`config.mk`:
```
export PLATFORM = sky130hd
export DESIGN_NAME = pipeline_hazard_controller_flat
export DESIGN_NICKNAME = d
export VERILOG_FILES = /design/src/rtl/pipeline_hazard_controller_if.sv /design/src/rtl/pipeline_hazard_controller.sv /design/src/flat_wrapper.sv
export SDC_FILE = /design/constraint.sdc
export NUM_CORES = 1
export LEC_CHECK = 0
export ABC_AREA = 1
export ABC_CLOCK_PERIOD_IN_PS = 3550
export CORE_MARGIN = 2
export CORE_UTILIZATION = 34
export CTS_BUF_LIST = sky130_fd_sc_hd__clkbuf_4 sky130_fd_sc_hd__clkbuf_8 sky130_fd_sc_hd__clkbuf_16
export DETAILED_ROUTE_END_ITERATION = 10
export GPL_TIMING_DRIVEN = 0
export HOLD_SLACK_MARGIN = 0.12
export PLACE_DENSITY_LB_ADDON = 0.08
export SLEW_MARGIN = 20
export SYNTH_ARGS = -nofsm -noshare
export SYNTH_HDL_FRONTEND = slang
export SYNTH_SLANG_ARGS = --single-unit
```
`constraint.sdc`:
```
create_clock -name clk -period 3.55 [get_ports clk]
set_clock_uncertainty 0.1 [all_clocks]
set_input_delay 1.065 -clock clk [delete_from_list [all_inputs] [get_ports clk]]
set_output_delay 1.065 -clock clk [all_outputs]
set_load 0.01 [all_outputs]
```
`src/rtl/pipeline_hazard_controller_if.sv`:
```
// Bundle of hazard-controller signals: ID/EXE/MEM operand info and SRAM handshake in,
// stall/flush controls and status out.
interface pipeline_hazard_controller_if #(
    parameter int CNT_W = 16
);
    logic [3:0]       id_src1;
    logic [3:0]       id_src2;
    logic             id_two_src;
    logic             id_ignore_hazard;
    logic [3:0]       exe_dest;
    logic             exe_wb_en;
    logic             exe_mem_read;
    logic [3:0]       mem_dest;
    logic             mem_wb_en;
    logic             branch_taken;
    logic             mem_req;
    logic             mem_ready;
    logic             stat_clr;
    logic             hazard;
    logic             freeze_if;
    logic             flush_if;
    logic             freeze_pipe;
    logic             flush_id;
    logic             mem_timeout;
    logic [CNT_W-1:0] stall_count;

    modport master (
        output id_src1, id_src2, id_two_src, id_ignore_hazard,
        output exe_dest, exe_wb_en, exe_mem_read, mem_dest, mem_wb_en,
        output branch_taken, mem_req, mem_ready, stat_clr,
        input  hazard, freeze_if, flush_if, freeze_pipe, flush_id,
        input  mem_timeout, stall_count
    );

    modport slave (
        input  id_src1, id_src2, id_two_src, id_ignore_hazard,
        input  exe_dest, exe_wb_en, exe_mem_read, mem_dest, mem_wb_en,
        input  branch_taken, mem_req, mem_ready, stat_clr,
        output hazard, freeze_if, flush_if, freeze_pipe, flush_id,
        output mem_timeout, stall_count
    );
endinterface

```
`src/rtl/pipeline_hazard_controller.sv`:
```
// Stall/flush sequencer for the 5-stage pipeline: RAW detection, memory-wait FSM with
// timeout, branch flush arbitration and a saturating stall-cycle counter.
module pipeline_hazard_controller #(
    parameter bit FWD_EN   = 1'b1,
    parameter int MAX_WAIT = 64,
    parameter int CNT_W    = 16
) (
    input logic                          clk,
    input logic                          rst,
    pipeline_hazard_controller_if.slave  bus
);
    localparam int WCW = $clog2(MAX_WAIT + 1);
    localparam logic [WCW-1:0] WAIT_LAST = WCW'(MAX_WAIT - 1);
    localparam logic [CNT_W-1:0] CNT_MAX = {CNT_W{1'b1}};

    typedef enum logic [1:0] {
        RUN      = 2'd0,
        MEM_WAIT = 2'd1,
        TIMEOUT  = 2'd2
    } state_e;

    state_e           state_q, state_d;
    logic [WCW-1:0]   wait_cnt_q, wait_cnt_d;
    logic             mem_timeout_q, mem_timeout_d;
    logic [CNT_W-1:0] stall_count_q, stall_count_d;

    logic m1_s, m2_s, n1_s, n2_s;
    logic hazard_raw_s, mem_stall_s, freeze_pipe_s, hazard_s, freeze_if_s, flush_s;

    // Hazard detection and stall/flush arbitration from current state and inputs
    always_comb begin
        m1_s = (bus.id_src1 == bus.exe_dest) && bus.exe_wb_en;
        m2_s = bus.id_two_src && (bus.id_src2 == bus.exe_dest) && bus.exe_wb_en;
        n1_s = (bus.id_src1 == bus.mem_dest) && bus.mem_wb_en;
        n2_s = bus.id_two_src && (bus.id_src2 == bus.mem_dest) && bus.mem_wb_en;
        if (FWD_EN) begin
            // With forwarding only a load result is not yet available to bypass
            hazard_raw_s = (m1_s || m2_s) && bus.exe_mem_read && !bus.id_ignore_hazard;
        end else begin
            hazard_raw_s = (m1_s || m2_s || n1_s || n2_s) && !bus.id_ignore_hazard;
        end
        mem_stall_s   = bus.mem_req && !bus.mem_ready;
        freeze_pipe_s = (state_q == TIMEOUT) ? 1'b1 : mem_stall_s;
        hazard_s      = hazard_raw_s && !bus.branch_taken && !freeze_pipe_s;
        freeze_if_s   = freeze_pipe_s || hazard_s;
        flush_s       = bus.branch_taken && !freeze_pipe_s;
    end

    // Memory-wait FSM next state and saturating stall counter
    always_comb begin
        state_d       = state_q;
        wait_cnt_d    = wait_cnt_q;
        mem_timeout_d = mem_timeout_q;
        case (state_q)
            RUN: begin
                if (mem_stall_s) begin
                    state_d    = MEM_WAIT;
                    wait_cnt_d = WCW'(1);
                end else begin
                    wait_cnt_d = '0;
                end
            end
            MEM_WAIT: begin
                if (!bus.mem_req || bus.mem_ready) begin
                    state_d    = RUN;
                    wait_cnt_d = '0;
                end else if (wait_cnt_q == WAIT_LAST) begin
                    state_d       = TIMEOUT;
                    mem_timeout_d = 1'b1;
                end else begin
                    wait_cnt_d = wait_cnt_q + WCW'(1);
                end
            end
            TIMEOUT: begin
                mem_timeout_d = 1'b1;
            end
            default: begin
                state_d    = RUN;
                wait_cnt_d = '0;
            end
        endcase

        if (bus.stat_clr) begin
            stall_count_d = '0;
        end else if (freeze_if_s && (stall_count_q != CNT_MAX)) begin
            stall_count_d = stall_count_q + CNT_W'(1);
        end else begin
            stall_count_d = stall_count_q;
        end
    end

    // State registers with synchronous active-low reset
    always_ff @(posedge clk) begin
        if (!rst) begin
            state_q       <= RUN;
            wait_cnt_q    <= '0;
            mem_timeout_q <= 1'b0;
            stall_count_q <= '0;
        end else begin
            state_q       <= state_d;
            wait_cnt_q    <= wait_cnt_d;
            mem_timeout_q <= mem_timeout_d;
            stall_count_q <= stall_count_d;
        end
    end

    assign bus.hazard      = hazard_s;
    assign bus.freeze_if   = freeze_if_s;
    assign bus.flush_if    = flush_s;
    assign bus.freeze_pipe = freeze_pipe_s;
    assign bus.flush_id    = flush_s;
    assign bus.mem_timeout = mem_timeout_q;
    assign bus.stall_count = stall_count_q;
endmodule

```
`src/flat_wrapper.sv`:
```
// flat-port wrapper written by rule: the top's interface ports become plain ports
module pipeline_hazard_controller_flat 
#(
    parameter bit FWD_EN   = 1'b1,
    parameter int MAX_WAIT = 64,
    parameter int CNT_W    = 16
)
  (clk, rst, bus_id_src1, bus_id_src2, bus_id_two_src, bus_id_ignore_hazard, bus_exe_dest, bus_exe_wb_en, bus_exe_mem_read, bus_mem_dest, bus_mem_wb_en, bus_branch_taken, bus_mem_req, bus_mem_ready, bus_stat_clr, bus_hazard, bus_freeze_if, bus_flush_if, bus_freeze_pipe, bus_flush_id, bus_mem_timeout, bus_stall_count);
  pipeline_hazard_controller_if #(.CNT_W(CNT_W)) bus_i ();
  input logic clk;
  input logic rst;
  input wire logic [$bits(bus_i.id_src1)-1:0] bus_id_src1;
  input wire logic [$bits(bus_i.id_src2)-1:0] bus_id_src2;
  input wire logic [$bits(bus_i.id_two_src)-1:0] bus_id_two_src;
  input wire logic [$bits(bus_i.id_ignore_hazard)-1:0] bus_id_ignore_hazard;
  input wire logic [$bits(bus_i.exe_dest)-1:0] bus_exe_dest;
  input wire logic [$bits(bus_i.exe_wb_en)-1:0] bus_exe_wb_en;
  input wire logic [$bits(bus_i.exe_mem_read)-1:0] bus_exe_mem_read;
  input wire logic [$bits(bus_i.mem_dest)-1:0] bus_mem_dest;
  input wire logic [$bits(bus_i.mem_wb_en)-1:0] bus_mem_wb_en;
  input wire logic [$bits(bus_i.branch_taken)-1:0] bus_branch_taken;
  input wire logic [$bits(bus_i.mem_req)-1:0] bus_mem_req;
  input wire logic [$bits(bus_i.mem_ready)-1:0] bus_mem_ready;
  input wire logic [$bits(bus_i.stat_clr)-1:0] bus_stat_clr;
  output wire logic [$bits(bus_i.hazard)-1:0] bus_hazard;
  output wire logic [$bits(bus_i.freeze_if)-1:0] bus_freeze_if;
  output wire logic [$bits(bus_i.flush_if)-1:0] bus_flush_if;
  output wire logic [$bits(bus_i.freeze_pipe)-1:0] bus_freeze_pipe;
  output wire logic [$bits(bus_i.flush_id)-1:0] bus_flush_id;
  output wire logic [$bits(bus_i.mem_timeout)-1:0] bus_mem_timeout;
  output wire logic [$bits(bus_i.stall_count)-1:0] bus_stall_count;
  assign bus_i.id_src1 = bus_id_src1;
  assign bus_i.id_src2 = bus_id_src2;
  assign bus_i.id_two_src = bus_id_two_src;
  assign bus_i.id_ignore_hazard = bus_id_ignore_hazard;
  assign bus_i.exe_dest = bus_exe_dest;
  assign bus_i.exe_wb_en = bus_exe_wb_en;
  assign bus_i.exe_mem_read = bus_exe_mem_read;
  assign bus_i.mem_dest = bus_mem_dest;
  assign bus_i.mem_wb_en = bus_mem_wb_en;
  assign bus_i.branch_taken = bus_branch_taken;
  assign bus_i.mem_req = bus_mem_req;
  assign bus_i.mem_ready = bus_mem_ready;
  assign bus_i.stat_clr = bus_stat_clr;
  assign bus_hazard = bus_i.hazard;
  assign bus_freeze_if = bus_i.freeze_if;
  assign bus_flush_if = bus_i.flush_if;
  assign bus_freeze_pipe = bus_i.freeze_pipe;
  assign bus_flush_id = bus_i.flush_id;
  assign bus_mem_timeout = bus_i.mem_timeout;
  assign bus_stall_count = bus_i.stall_count;
  pipeline_hazard_controller #(.FWD_EN(FWD_EN), .MAX_WAIT(MAX_WAIT), .CNT_W(CNT_W)) u_core (.clk(clk), .rst(rst), .bus(bus_i));
endmodule
```
==> summary.txt, run 1 <==
Worst r2r src -> u_core.bus.stall_count[0]$_SDFFE_PP0P_
CTS root buffer -> clkbuf_8
Final Cycle Share -> 97.31%
Clock tree buffer depth -> 2
DR WL/cell -> 10.27 um
Gr usage total -> 14.95%
Measured slew at the worst slew-check pin -> 0.4679 ns
Dpl hpwl -> 2757 um
Setup ws final -> 0.09561 ns
Top fanout value on the critical path -> 4
DR pass1 iterations -> 4
Reg-to-reg endpoint -> u_core.bus.stall_count[14]$_SDFFE_PP0P_
Register area share after synthesis -> 33.23%
Achievable Freq -> 0.2895 GHz
Slowest-stage cell, CP -> clkdlybuf4s50_1
Area of the core -> 4384 um^2
CTS tree -> yes
Area of the multi-input gates -> 884.6 um^2
N_diodes -> 0
Final setup fails -> 0
Vias in the first global route -> 1497
Yosys warning total -> 0
Int Pwr -> 0.4388 mW
Max-slew headroom -> 68.69%
CP Data Required Time -> 2.38 ns
Leak pwr -> 0.9609 nW
Pin count of the biggest net entering global routing -> 16
Die area -> 5166 um^2
Hold Crit Class -> reg2reg
R2r worst-path depth -> 8
Fraction of layout instances using a drive strength above 1 -> 9.365%
Die Span Y -> 71.88 um
Gpl congestion -> 0.8314
Max-capacitance violation count -> 0
Logic pwr share -> 14.9%
Number of synthesized register bits -> 26
Placement Setup Slack -> -0.4940 ns
Unrepaired setup endpoints after global routing -> no
Peak VDD IR -> 229.5 uV
Die Wd -> 71.88 um
Clk pwr share -> 34.0%
Final WL -> 3605 um
Register area -> 520.5 um^2
Final Cell Area -> 2161 um^2
GR Overflow Total -> 0
Finished Core Util -> 49.29%
Rows -> 24
Buf/Inv on CP -> 5
Clk Latency, worst-skew pair -> 0.27 ns
Worst Hold End -> u_core.bus.mem_timeout$_SDFFE_PN0P_
Slew Limit Fails -> 0
Drt first-iter violations -> 49
Hold_sp -> u_core.bus.mem_timeout$_SDFFE_PN0P_
Syn Inst Count -> 249
Post-synth cell types -> 26
Cells along the critical path -> clkdlybuf4s50_1 -> inv_1 -> nor2_2 -> inv_1 -> nand2_2 -> nor2_2 -> buf_4 -> dlygate4sd2_1
CP arrival -> 2.29 ns
Initial antenna violation count -> 0
Switch Pwr -> 0.1394 mW
R2R Setup Slk -> 1.83 ns
CP max stage delay -> 0.45 ns
CP endpoint kind -> output port
Fin cells -> 351
Final Hold Viols -> 0
DP Area -> 2062 um^2
DRT antenna net count -> 0
Global-route wire length before repair -> 6334 um
Initial Utilization -> 35.73%
Via density -> 4.664
Syn Area/Cell -> 6.291 um^2
H-tree depth -> 1
Top Ports -> 49
Clk sink count -> 26
Port Buffer Count -> 43
Depth of the worst hold-timing path -> 2
Fillers -> 464
Seq pwr share -> 51.2%
Sw Ratio -> 24.10%
Clk slew on worst S/H paths -> 0.09 ns
Setup TNS -> 0 ns
Layout area overhead -> 37.94%
Vias -> 1637
Num CTS Buffers -> 3
Tmin final -> 3.454 ns
Post-Syn Nets -> 278
DRC viols -> 0
Placed cells -> 344
Startpoint Class -> primary input
Final nets -> 329
Status -> complete, no violations
Kind of critical path -> in2out
Mapped cell area -> 1567 um^2
PwrDens -> 267.6 nW/um^2
Top delay family on crit path -> buffers and inverters
-- registers in the layout (all words and copies together), names as in the netlist --
signal                  cells
u_core.bus.stall_count     16
u_core.wait_cnt_q           7
u_core.bus.mem_timeout      1
u_core.state_q              2
-- power groups by stage --
stage | Clock, mW | Sequential (mW) | Combinational (mW)
after floorplan | 0 | 0.303 | 0.0400
after global placement | 0 | 0.303 | 0.0831
after detailed placement | 0 | 0.303 | 0.0835
after CTS | 0.206 | 0.296 | 0.0830
after global routing | 0.214 | 0.296 | 0.0967
final | 0.196 | 0.296 | 0.0861
-- cells in the final DEF, fill, tap and decap left out, types with 4 or more instances in the layout --
cell | Yosys | routed
nor3_1 | 7 | 7
nand2_1 | 68 | 67
dlymetal6s2s_1 | 0 | 5
inv_1 | 33 | 33
buf_4 | 4 | 7
nand3_1 | 22 | 22
o21ai_0 | 5 | 5
a21oi_1 | 20 | 20
clkbuf_8 | 0 | 4
dfxtp_1 | 26 | 26
clkdlybuf4s50_1 | 0 | 33
nor2_1 | 40 | 38
-- worst max path at each step --
| stage | from | end | slack, ns | cells past startpoint |
|---|---|---|---|---|
| 2_1_floorplan | bus_mem_req | bus_freeze_if | 0.62 | 7 |
| 3_3_place_gp | bus_exe_dest[1] | bus_freeze_if | -0.50 | 11 |
| 3_5_place_dp | bus_exe_dest[1] | bus_freeze_if | -0.49 | 11 |
| 4_1_cts | bus_exe_dest[1] | bus_freeze_if | -0.07 | 10 |
| 5_1_grt | bus_mem_req | bus_flush_if | 0.002 | 8 |
| 6_report | bus_mem_req | bus_flush_if | 0.1 | 8 |
-- Yosys cell counts, drive strengths merged --
cell      n  area [um^2]
nor4      1        6.260
nor2     43        183.9
xor2      2        17.52
ha        2        25.02
nor3      7        35.03
o21ai     5        25.02
a21oi    20        100.1
nand4     3        33.78
o211a     1        10.01
inv      35        131.4
dfxtp    26        520.5
nand3b    1        7.510
nand2    71        279.0
buf       6        46.29
o2111ai   1        8.760
a211oi    1        7.510
nand3    23        120.1
xnor2     1        8.760
-- per-layer routing --
layer	global-route usage, %	routed length [um]	up-vias
met2	23.77	1583	31
met4	4.822	25	0
li1	-	-	889
met1	20.09	1833	715
met3	3.376	163	2
met5	0	0	-
-- worst min-delay path: cells and delay by family, from the launching register on --
kind,cells,cell delay [ns]
AND/OR/NAND/NOR,2,0.09
flip-flops,1,0.32
-- repair_timing --
item	in CTS	in global routing
buffers inserted	0	4
hold buffers	0	0
endpoints found under the setup margin	5	2
pin swaps	0	4
gates resized for setup	13	8
-- kinds of logic (layout without fill, tap and decap cells) --
kind of cell             count (synthesis)  in the layout  synth area share, %
AO/OA/AOI/OAI                           28             28                9.665
XOR/XNOR                                 3              3                1.678
adder cells (fa/ha/maj)                  2              2                1.597
buffers and inverters                   41             91                11.34
flip-flops                              26             26                33.23
AND/OR/NAND/NOR                        149            149                42.49
-- per-stage QoR --
stage	power [mW]	hold WS [ns]
2_1_floorplan	0.3430	0.3434
3_3_place_gp	0.3857	0.3311
3_5_place_dp	0.3861	0.3375
4_1_cts	0.5851	0.3527
5_1_grt	0.6071	0.3905
6_report	0.5782	0.3467
-- final cells by class --
cell class / instances / share of cell area (%)
sequential: 26 / 24.09
multi-input combinational: 182 / 40.94
clock buffer: 4 / 2.548
timing repair buffer: 47 / 21.54
buffer: 5 / 1.795
inverter: 35 / 6.080
tap: 52 / 3.011
Power figures use the tool's default switching activity.
==> run 2: changes to the inputs <==
ABC_CLOCK_PERIOD_IN_PS = 4200   (was 3550)
CAP_MARGIN = 20   (was default)
CORE_UTILIZATION = 40   (was 34)
clock period = 4.2 ns   (was 3.55 ns; I/O delays follow)
==> run 2 against run 1 <==
Net effect: wire length is 4.3% lower; critical path depth decreased by 2; total power fell by 8.6%; first-iteration DRC count is 98% higher; combinational power fell by 18%; utilization up 8.3 points; sequential cell count did not move; register-to-register slack improved by 0.66 ns; hold slack improved by 0.0071 ns; sequential share of layout area is 0.24 points higher; critical path type unchanged; largest power group unchanged.
==> summary.txt, run 2 (synthesis results as in run 1) <==
Status -> complete, no violations
Tmin final -> 4.046 ns
Final hold slack -> 0.3537 ns (+0.007086 ns)
Most common cell after layout, fill and taps aside -> nand2_1
Worst r2r src -> u_core.bus.stall_count[0]$_SDFFE_PP0P_
Final Hold Viols -> 0 (unchanged)
Hold Crit Class -> reg2reg
CP Data Required Time -> 2.84 ns (+0.46 ns)
Hold_sp -> u_core.bus.mem_timeout$_SDFFE_PN0P_
Pin count of the biggest net entering global routing -> 16 (unchanged)
Area of the core -> 3716 um^2 (-15%)
Slowest-stage cell, CP -> clkdlybuf4s50_1
Drt first-iter violations -> 97 (+98%)
Seq pwr share -> 47.3% (-3.9 points)
Global-route wire length before repair -> 6127 um (-3.3%)
Final Cycle Share -> 96.33%
DRC viols -> 0 (unchanged)
CP dominant cell by count -> clkdlybuf4s50_1
Leak pwr -> 0.9112 nW (-5.2%)
Fillers -> 376 (-19%)
Gr usage total -> 17.61% (+2.7 points)
Achievable Freq -> 0.2472 GHz
Number of flip-flops in the largest register -> 16 (unchanged)
Initial Utilization -> 42.15% (+6.4 points)
Final setup fails -> 0 (unchanged)
Area of the multi-input gates -> 887.1 um^2 (+0.28%)
Clk Latency, worst-skew pair -> 0.27 ns (about the same)
Gpl congestion -> 0.8058 (-3.1%)
Peak VDD IR -> 272.7 uV (+19%)
Top fanout value on the critical path -> 4 (unchanged)
Die Span Y -> 66.58 um (-7.4%)
Die Wd -> 66.58 um (-7.4%)
Via density -> 4.735 (+1.5%)
Critical path origin -> bus_mem_ready
Slew Limit Fails -> 0 (unchanged)
Clk sink count -> 26 (unchanged)
Clock tree buffer depth -> 2 (unchanged)
DR WL/cell -> 10.06 um (-2.1%)
Int Pwr -> 0.4131 mW (-5.9%)
PwrDens -> 246.9 nW/um^2 (-7.7%)
GR Overflow Total -> 0 (unchanged)
Sw Ratio -> 21.81% (-2.3 points)
Top Ports -> 49 (unchanged)
Measured slew at the worst slew-check pin -> 0.4873 ns (+0.01941 ns)
DR pass1 iterations -> 4 (unchanged)
CP max stage delay -> 0.55 ns (+0.10 ns)
CTS root buffer -> clkbuf_8
Rows -> 22 (-8.3%)
Initial antenna violation count -> 0 (unchanged)
Kind of critical path -> in2out
Final nets -> 325 (-1.2%)
H-tree depth -> 1 (unchanged)
Max-capacitance violation count -> 0 (unchanged)
Final WL -> 3450 um (-4.3%)
DRT antenna net count -> 0 (unchanged)
Port Buffer Count -> 43 (unchanged)
DP Area -> 2057 um^2 (-0.24%)
N_diodes -> 0 (unchanged)
Final Cell Area -> 2140 um^2 (-0.98%)
Fraction of layout instances using a drive strength above 1 -> 7.119% (-2.2 points)
CP arrival -> 2.69 ns (+0.40 ns)
Unrepaired setup endpoints after global routing -> no
Most frequent cells in the layout -> 68 x nand2_1, 40 x clkdlybuf4s50_1, 38 x nor2_1
Num CTS Buffers -> 3 (unchanged)
Max-slew headroom -> 67.39% (-1.3 points)
Layout area overhead -> 36.58%
Switch Pwr -> 0.1152 mW (-17%)
Vias in the first global route -> 1458 (-2.6%)
Clk slew on worst S/H paths -> 0.09 ns (about the same)
Clk pwr share -> 39.4% (+5.4 points)
Cells along the critical path -> clkdlybuf4s50_1 -> nor2_4 -> inv_1 -> nand2_1 -> nor2_2 -> clkdlybuf4s50_1
Dpl hpwl -> 2648 um (-3.9%)
CTS tree -> yes
Logic pwr share -> 13.3% (-1.6 points)
Register area -> 520.5 um^2 (unchanged)
Startpoint Class -> primary input
CP endpoint kind -> output port
Die area -> 4433 um^2 (-14%)
Vias -> 1624 (-0.79%)
-- run 2: what timing repair did --
| item | in CTS | in global routing |
|---|---|---|
| hold buffers | 0 | 0 |
| cloned | 0 | 0 |
| resized for setup | 3 | 4 |
| buffers inserted | 0 | 0 |
| endpoints found under the hold margin | 0 | 0 |
| setup endpoints to repair | 3 | 2 |
-- run 2: final cells by class --
class	instances	area share, %
timing repair buffer	43	20.12
inverter	35	6.140
buffer	5	1.813
clock inverter	1	1.404
multi-input combinational	182	41.46
tap	48	2.807
clock buffer	3	1.930
sequential	26	24.33
-- run 2: layer usage --
metal / GRT usage [%] / up-vias / part of all wire, %
met5: 0 / - / 0
met4: 6.378 / 0 / 0.61
met3: 3.716 / 2 / 5.7
met2: 27.25 / 40 / 45
met1: 24.02 / 703 / 49
li1: - / 879 / -
-- run 2: path summary, 6_finish.rpt --
path	slack, ns	to	cells past startpoint
setup / recovery	0.15	bus_flush_id	6
hold / removal	0.35	u_core.bus.mem_timeout$_SDFFE_PN0P_	2
setup reg to reg	2.49	u_core.bus.stall_count[14]$_SDFFE_PP0P_	8
hold reg to reg	0.35	u_core.bus.mem_timeout$_SDFFE_PN0P_	2
-- run 2: power groups by stage --
stage / Sequential, mW / Combinational (mW) / Clock, mW
after floorplan: 0.256 / 0.0339 / 0
after global placement: 0.256 / 0.0699 / 0
after detailed placement: 0.256 / 0.0704 / 0
after CTS: 0.250 / 0.0706 / 0.215
after global routing: 0.250 / 0.0794 / 0.225
final: 0.250 / 0.0704 / 0.208
-- run 2: stage by stage --
stage	TNS [ns]	std cells	power [mW]	util, %	worst slack, ns
after CTS	0	344	0.5358	57.27	0.02631
after detailed placement	-0.2881	340	0.3262	55.35	-0.2409
after floorplan	0	249	0.2899	-	0.8839
after global routing	0	343	0.5550	57.58	0.009299
final	0	343	0.5283	57.58	0.1540
after global placement	-0.2918	340	0.3257	55.35	-0.2439
-- run 2: critical path, delay by kind of cell --
family	cells	cell delay, ns
AND/OR/NAND/NOR	3	0.29
buffers and inverters	3	1.13
==> run 3: changes to the inputs <==
CELL_PAD_IN_SITES_DETAIL_PLACEMENT = 0   (was default)
CELL_PAD_IN_SITES_GLOBAL_PLACEMENT = 1   (was default)
CORE_UTILIZATION = 34   (was 40)
==> run 3 against run 2 <==
Net effect: largest cell class unchanged; critical endpoint is now bus_flush_if; hold slack worse by 0.0044 ns; sequential share of layout area increased by 0.071 points; register-to-register slack got worse by 0.03 ns; critical path depth increased by 2; design area fell by 0.29%.
==> summary.txt, run 3 (synthesis results as in run 1) <==
Status -> complete, no violations
Final Cycle Share -> 97.48% (+1.1 points)
Cells along the critical path -> clkdlybuf4s50_1 -> inv_1 -> nor2_2 -> inv_1 -> nand2_1 -> nor2_1 -> buf_4 -> clkdlybuf4s50_1
Measured slew at the worst slew-check pin -> 0.4476 ns (-0.03972 ns)
Int Pwr -> 0.4136 mW (+0.13%)
Drt first-iter violations -> 48 (-51%)
Num CTS Buffers -> 3 (unchanged)
Met2 Use GR -> 23.97% (-3.3 points)
Fin cells -> 348 (+1.5%)
Slew Limit Fails -> 0 (unchanged)
R2r worst-path depth -> 8 (unchanged)
Depth of the worst hold-timing path -> 2 (unchanged)
Most common cell after layout, fill and taps aside -> nand2_1
Most frequent cells in the layout -> 68 x nand2_1, 41 x clkdlybuf4s50_1, 39 x nor2_1
Area of the core -> 4384 um^2 (+18%)
Rows -> 24 (+9.1%)
Post-CTS Setup Bufs -> 0 (unchanged)
Logic pwr share -> 13.2% (about the same)
CTS tree -> yes
Seq pwr share -> 46.8% (-0.5 points)
CP arrival -> 2.73 ns (+0.04 ns)
R2R Setup Slk -> 2.46 ns (-0.03 ns)
GR Layer Usage met3 -> 3.376% (-0.34 points)
Critical path origin -> bus_mem_req
Global-route wire length before repair -> 6479 um (+5.7%)
Max-slew headroom -> 70.05% (+2.7 points)
Hold Crit Class -> reg2reg
Buf/Inv on CP -> 5 (+2)
Sw Ratio -> 22.56% (+0.75 points)
Final Hold Viols -> 0 (unchanged)
Kind of critical path -> in2out
Number of flip-flops in the largest register -> 16 (unchanged)
Die area -> 5166 um^2 (+17%)
Via density -> 4.606 (-2.7%)
DRT antenna net count -> 0 (unchanged)
Leak pwr -> 0.9010 nW (-1.1%)
Clk slew on worst S/H paths -> 0.10 ns (about the same)
CTS root buffer -> clkbuf_8
Placed cells -> 344 (+1.2%)
Gr usage total -> 15.26% (-2.4 points)
Dpl hpwl -> 2859 um (+8.0%)
Top delay family on crit path -> buffers and inverters
Clk sink count -> 26 (unchanged)
N_diodes -> 0 (unchanged)
Top fanout value on the critical path -> 4 (unchanged)
GR Overflow Total -> 0 (unchanged)
CP endpoint kind -> output port
Final nets -> 326 (+0.31%)
Initial antenna violation count -> 0 (unchanged)
Max-capacitance violation count -> 0 (unchanged)
Final hold slack -> 0.3493 ns (-0.004404 ns)
Clock tree buffer depth -> 2 (unchanged)
M1 GR Usage -> 21.60% (-2.4 points)
Top Ports -> 49 (unchanged)
DR WL/cell -> 10.56 um (+5.0%)
Final setup fails -> 0 (unchanged)
Die Wd -> 71.88 um (+8.0%)
Peak VDD IR -> 196.4 uV (-28%)
Worst r2r src -> u_core.bus.stall_count[0]$_SDFFE_PP0P_
Setup ws final -> 0.1060 ns (-0.04801 ns)
PwrDens -> 250.4 nW/um^2 (+1.4%)
Fraction of layout instances using a drive strength above 1 -> 7.432% (+0.31 points)
DRC viols -> 0 (unchanged)
Final WL -> 3674 um (+6.5%)
Clk Latency, worst-skew pair -> 0.27 ns (about the same)
Initial Utilization -> 35.73% (-6.4 points)
Pin count of the biggest net entering global routing -> 16 (unchanged)
DR pass1 iterations -> 4 (unchanged)
Startpoint Class -> primary input
Slowest-stage cell, CP -> clkdlybuf4s50_1
Vias -> 1603 (-1.3%)
Hold_sp -> u_core.bus.mem_timeout$_SDFFE_PN0P_
Vias in the first global route -> 1461 (+0.21%)
Layout area overhead -> 36.18%
Unrepaired setup endpoints after global routing -> no
CP Data Required Time -> 2.84 ns (about the same)
CP max stage delay -> 0.47 ns (-0.08 ns)
Gpl congestion -> 0.7456 (-7.5%)
GRT busiest layer -> met2
Switch Pwr -> 0.1205 mW (+4.6%)
H-tree depth -> 1 (unchanged)
Placement Setup Slack -> -0.2711 ns (-0.03018 ns)
Clk pwr share -> 40.0% (+0.6 points)
Die Span Y -> 71.88 um (+8.0%)
Port Buffer Count -> 43 (unchanged)
Tmin final -> 4.094 ns (+0.04801 ns)
Achievable Freq -> 0.2443 GHz (-1.2%)
Critical Path Stages -> 8 (+2)
run 3: path summary, 6_finish.rpt:
| path | to |
|---|---|
| max | bus_flush_if |
| min | u_core.bus.mem_timeout$_SDFFE_PN0P_ |
| max reg2reg | u_core.bus.stall_count[14]$_SDFFE_PP0P_ |
| min reg2reg | u_core.bus.mem_timeout$_SDFFE_PN0P_ |
run 3: what timing repair did:
action	in CTS	in global routing
gates cloned	0	0
endpoints found under the setup margin	2	2
endpoints found under the hold margin	0	0
resized for setup	2	4
hold buffers	0	0
run 3: power groups by stage:
stage	sequential, mW	combinational (mW)	clock, mW
3_3_place_gp	0.256	0.0708	0
6_report	0.250	0.0703	0.214
3_5_place_dp	0.256	0.0706	0
4_1_cts	0.250	0.0706	0.223
2_1_floorplan	0.256	0.0339	0
5_1_grt	0.250	0.0791	0.229
run 3: routing by layer:
layer  share of wire (%)  wire [um]  up-vias
li1                    -          -      882
met5                   0          0        -
met4                0.49         18        0
met2                  42       1558       34
met1                  52       1895      685
met3                 5.5        202        2
run 3: area by class of cell:
type,instances,area [um^2]
buffer,6,50.05
clock buffer,3,41.29
clock inverter,1,30.03
fill,484,2251
inverter,35,131.4
multi-input combinational,182,870.8
sequential,26,520.5
tap,52,65.06
timing repair buffer,43,424.2
run 3: through the flow:
step	util (%)	TNS (ns)	total power [mW]	cell area [um^2]
floorplan	-	0	0.2899	1567
global placement	47.03	-0.3252	0.3266	2062
detailed placement	47.03	-0.3404	0.3265	2062
CTS	48.60	0	0.5437	2131
global route	48.66	0	0.5583	2133
finish	48.66	0	0.5341	2133
run 3: worst min-delay path: cells and delay by family (launching register included):
family,cells,cell delay (ns)
DFF,1,0.32
and+or+nand+nor,2,0.09
